[config.mk]
export PLATFORM = sky130hd
export DESIGN_NAME = rxuart
export DESIGN_NICKNAME = d
export VERILOG_FILES = /design/src/rtl/rxuart.sv
export SDC_FILE = /design/constraint.sdc
export NUM_CORES = 1
export LEC_CHECK = 0
export CORE_ASPECT_RATIO = 0.8
export CORE_MARGIN = 2
export CORE_UTILIZATION = 55
export CTS_BUF_LIST = sky130_fd_sc_hd__clkbuf_2
export CTS_CLUSTER_DIAMETER = 150
export DETAILED_ROUTE_END_ITERATION = 8
export HOLD_SLACK_MARGIN = 0.08
export PLACE_DENSITY_LB_ADDON = 0.08
export SETUP_SLACK_MARGIN = 0.05
export SLEW_MARGIN = 10
export SYNTH_ARGS = -nofsm -noshare
export SYNTH_HDL_FRONTEND = slang
export SYNTH_SLANG_ARGS = --single-unit
[constraint.sdc]
create_clock -name i_clk -period 2.4 [get_ports i_clk]
set_input_delay 0.48 -clock i_clk [delete_from_list [all_inputs] [get_ports i_clk]]
set_output_delay 0.48 -clock i_clk [all_outputs]
set_load 0.01 [all_outputs]
[src/rtl/rxuart.sv]
// 8N1 UART receiver: double-flop synchronizer, mid-bit sampling from a down-counting baud
// counter, and a registered one-cycle write strobe per received byte.
module rxuart #(
  parameter logic [23:0] CLOCKS_PER_BAUD = 24'd1250
) (
  input  logic       i_clk,
  input  logic       i_reset,
  input  logic       i_uart_rx,
  output logic       o_wr,
  output logic [7:0] o_data,
  output logic       o_frame_err
);

  typedef enum logic [2:0] {StIdle, StStart, StData, StStop, StBreak} state_e;

  localparam logic [23:0] HalfLoad = (CLOCKS_PER_BAUD / 24'd2) - 24'd1;
  localparam logic [23:0] FullLoad = CLOCKS_PER_BAUD - 24'd1;

  state_e      r_state;
  logic        r_q1;
  logic        r_ck_uart;
  logic [23:0] r_baud_counter;
  logic [2:0]  r_index;
  logic [7:0]  r_shift;
  logic        w_sample;

  assign w_sample = (r_baud_counter == 24'd0) &&
                    ((r_state == StStart) || (r_state == StData) || (r_state == StStop));

  always_ff @(posedge i_clk or posedge i_reset) begin
    if (i_reset) begin
      r_state        <= StIdle;
      r_q1           <= 1'b1;
      r_ck_uart      <= 1'b1;
      r_baud_counter <= 24'd0;
      r_index        <= 3'd0;
      r_shift        <= 8'h00;
      o_wr           <= 1'b0;
      o_data         <= 8'h00;
      o_frame_err    <= 1'b0;
    end else begin
      r_q1      <= i_uart_rx;
      r_ck_uart <= r_q1;
      o_wr      <= 1'b0;
      // Free-running down-count that saturates at zero; sample points override with a reload.
      if (r_baud_counter != 24'd0) begin
        r_baud_counter <= r_baud_counter - 24'd1;
      end
      case (r_state)
        StIdle: begin
          if (!r_ck_uart) begin
            r_baud_counter <= HalfLoad;
            r_state        <= StStart;
          end
        end
        StStart: begin
          if (w_sample) begin
            r_baud_counter <= FullLoad;
            if (r_ck_uart) begin
              r_state <= StIdle;
            end else begin
              r_index <= 3'd0;
              r_state <= StData;
            end
          end
        end
        StData: begin
          if (w_sample) begin
            r_shift        <= {r_ck_uart, r_shift[7:1]};
            r_baud_counter <= FullLoad;
            if (r_index == 3'd7) begin
              r_state <= StStop;
            end else begin
              r_index <= r_index + 3'd1;
            end
          end
        end
        StStop: begin
          if (w_sample) begin
            o_data         <= r_shift;
            o_frame_err    <= !r_ck_uart;
            o_wr           <= 1'b1;
            r_baud_counter <= FullLoad;
            r_state        <= r_ck_uart ? StIdle : StBreak;
          end
        end
        StBreak: begin
          if (r_ck_uart) begin
            r_state <= StIdle;
          end
        end
        default: r_state <= StIdle;
      endcase
    end
  end

endmodule

==> metrics <==
Levels on crit path=5; Worst R2R End=r_baud_counter[13]; maximum clock skew at final layout=0.0121 ns; initial antenna violation count=0; maximum number of pins on one net before global-route repair=28; power per cell area=between 400 and 500 nW/um^2; total count of hold-check failures in the final report=0; CTS H-Tree Depth=2; area growth from synthesis to layout=20.1%; die footprint=4880 um^2; Slew HR=63.4%; number of setup violations in the final report=0; average size of a mapped cell=between 10 and 15 um^2; synthesized instance count=about 210; final worst-path setup slack=just over 0.05 ns; worst reg-to-reg setup slack=0.05 ns; cell type group with the largest total delay on the critical path=simple AND/OR/NAND/NOR gates; number of cell rows=21; most frequent cell on the critical path=sky130_fd_sc_hd__or4_4; dominant synthesized flop cell=sky130_fd_sc_hd__dfrtp_1; average wire per cell in the routed design=roughly 16 um; Final Slew Violations=0; largest area contributor in the synthesized netlist=sky130_fd_sc_hd__dfrtp_1; start of the worst register-to-register path=r_baud_counter[10]; Worst Reg2Reg Path Length in Cells=5; cell area after layout=~2900 um^2; number of DRC markers in iteration 0=between 100 and 150; startpoint type of the worst setup path=flop; number of buffers inserted by port buffering=12; largest cells by area after synthesis=sky130_fd_sc_hd__dfrtp_1 50%, sky130_fd_sc_hd__mux2_2 8.0%, sky130_fd_sc_hd__xor2_1 5.1%, sky130_fd_sc_hd__nor2_1 4.1%, sky130_fd_sc_hd__dfstp_2 2.2%; leakage dissipation=between 1 and 1.5 nW; share of async-settable or async-resettable flops after synthesis=100%; most used standard cells in the synthesized netlist=48 x sky130_fd_sc_hd__dfrtp_1, 26 x sky130_fd_sc_hd__nor2_1, 17 x sky130_fd_sc_hd__mux2_2; vertical die dimension=~63 um; kind of path behind the tightest hold check=in -> async; via density per instance=5.71; most numerous cell in the Yosys netlist=sky130_fd_sc_hd__dfrtp_1; post-synthesis sequential area ratio=between 50% and 60%; count of vias placed by the detailed router=1737; Pre-antenna DRT Iters=4; total wirelength of the detailed-routed design=a little under 5000 um; nets in the synthesized netlist=between 200 and 250; global route total overflow=0; worst supply voltage drop on vdd=0.000354 V; crit end category=flop; CP max stage delay=~0.54 ns; first-pass GRT wire length=8300 um; total clock buffers created by CTS=5; starting density of the core=a little under three fifths; root buffer cell=sky130_fd_sc_hd__clkbuf_2; slowest CP cell=sky130_fd_sc_hd__or4_4; DP Worst Slack=between 0.03 and 0.04 ns; die outline width=about 78 um; antenna-violating nets left=0; layout cells sized above 1=between 20% and 30%; number of I/O pins=13; required time worst endpoint=2.74 ns; largest fanout on the critical path=18; clock tree from TritonCTS=done; number of global-route vias before repair=approximately 1700; DRC errors left=0; final critical path time including I/O delays and setup=about 2.3 ns; post-detailed-placement cell area=2730 um^2; max capacitance violation total=0; post-synthesis sequential element count=50; total inserted antenna cells=0; cell-by-cell trace of the critical path=or4_4, or4_4, or4_4, nand2_8, nor2_1; number of buffer and inverter stages on the critical path=0; unrepaired setup endpoints after global routing=yes; count of clock tree sinks=50; net count of the finished layout=around 250; insertion delay to the later sink of the worst-skew pair=around 0.42 ns; post-layout power=roughly 1.3 mW; crit path launch=r_baud_counter[10]; post-detail-place hpwl=3550 um; core area=roughly 4200 um^2; Post-Synthesis Cell Area=approximately 2400 um^2; post-synthesis cell type count=between 40 and 50; number of enable-type register cells in the synthesized netlist=0; GRT Resource Usage Total=around 22%; clock-pin slew reported for the worst setup and hold paths after clock tree synthesis=0.26 ns; run status=complete, no violations; number of buffers inserted for hold repair after clock tree synthesis=0; part of the cycle the worst path needs=a little over nine tenths; maximum frequency from static timing analysis=between 400 and 500 MHz; arrival time at the worst endpoint=~2.7 ns; timing endpoint of the critical path=r_baud_counter[13]; CTS Buffer Depth=2; slew at the pin closest to its max-slew limit=~0.54 ns; fraction of synthesized cell area taken by the top area cell type=between 50 and 60%; start-to-end type of the worst setup path=reg -> reg; weighted congestion reported at the end of routability-driven placement=between 0.9 and 1; warnings from Yosys=0
## metal layers
metal  up-vias  part of all wire [%]  track usage, %
li1        837                     -               -
met1       862                    50            32.4
met2        34                    46            32.1
met3         4                   3.3            5.78
met4         0                  0.73            5.36
met5         -                     0               0
## flip-flops by register name (all words and copies together), names as in the netlist, 3 cells and up
name	cells
r_shift	8
r_index	3
r_state	3
r_baud_counter	24
o_data	8
## where the power goes
group | internal [mW] | total [mW] | switching [mW]
sequential | 0.848 | 0.850 | 0.00205
clock | 0.179 | 0.449 | 0.271
combinational | 0.00710 | 0.0255 | 0.0184
total | 1.03 | 1.32 | 0.291
## kinds of logic after synthesis
logic type,count (synthesis),synth area share (%)
xor gates and xnor gates,18,6.61
buffers and inverters,13,2.73
muxes,20,9.29
and+or+nand+nor,81,19.6
AOI/OAI and AO/OA,27,7.08
DFF,50,52.6
adders and majority gates,4,2.10
## what timing repair did
item | in CTS | in global routing
hold endpoints to repair | 0 | 0
pin swaps | 1 | 6
gates resized for setup | 4 | 6
endpoints found under the setup margin | 30 | 33
setup buffers | 0 | 2
## metrics by stage
stage               hold WS [ns]  setup TNS [ns]  utilization (%)  instances
finish                     0.378               0             68.6        304
global route               0.370               0             68.6        304
CTS                        0.378               0             67.6        302
detailed placement         0.353               0             65.4        294
global placement           0.349               0             65.4        294
floorplan                  0.345          -0.557                -        213
## cells in the final DEF (no fill, tap or decap), types with 4 or more instances in the layout
cell type,Yosys,routed
sky130_fd_sc_hd__nand2_1,5,4
sky130_fd_sc_hd__ha_1,4,4
sky130_fd_sc_hd__xnor2_1,4,4
sky130_fd_sc_hd__xor2_1,14,14
sky130_fd_sc_hd__nand3_1,6,6
sky130_fd_sc_hd__a21oi_1,7,7
sky130_fd_sc_hd__inv_1,7,6
sky130_fd_sc_hd__buf_4,1,16
sky130_fd_sc_hd__clkbuf_2,0,5
sky130_fd_sc_hd__nand4_1,7,7
sky130_fd_sc_hd__nor4_1,6,5
sky130_fd_sc_hd__or4_4,2,4
sky130_fd_sc_hd__nor3_1,5,5
sky130_fd_sc_hd__o21ai_0,9,9
sky130_fd_sc_hd__mux2_2,17,14
sky130_fd_sc_hd__nor2_1,26,26
sky130_fd_sc_hd__dfrtp_1,48,48
sky130_fd_sc_hd__clkdlybuf4s50_1,0,12
## cell type report
cell class	count	area (um^2)
inverter	7	26.3
timing repair buffer	32	312
clock buffer	5	25.0
multi-input combinational	150	1130
sequential	50	1250
fill	305	1310
tap	57	71.3
clock inverter	3	43.8
## worst register-to-register path, delay by kind of cell, from the launching register on
| kind | cells | cell delay, ns |
|---|---|---|
| flops | 1 | 0.45 |
| simple gates | 5 | 1.83 |
## worst min-delay path by stage
stage	from	endpoint	slack, ns	depth (start not counted)
floorplan	r_q1	r_ck_uart	0.35	0
detailed placement	r_q1	r_ck_uart	0.35	0
finish	i_reset	r_state[2]	0.38	2
CTS	i_reset	r_state[2]	0.38	2
global route	i_reset	r_state[2]	0.37	2
global placement	r_q1	r_ck_uart	0.35	0
(Power assumes the default switching activity.)
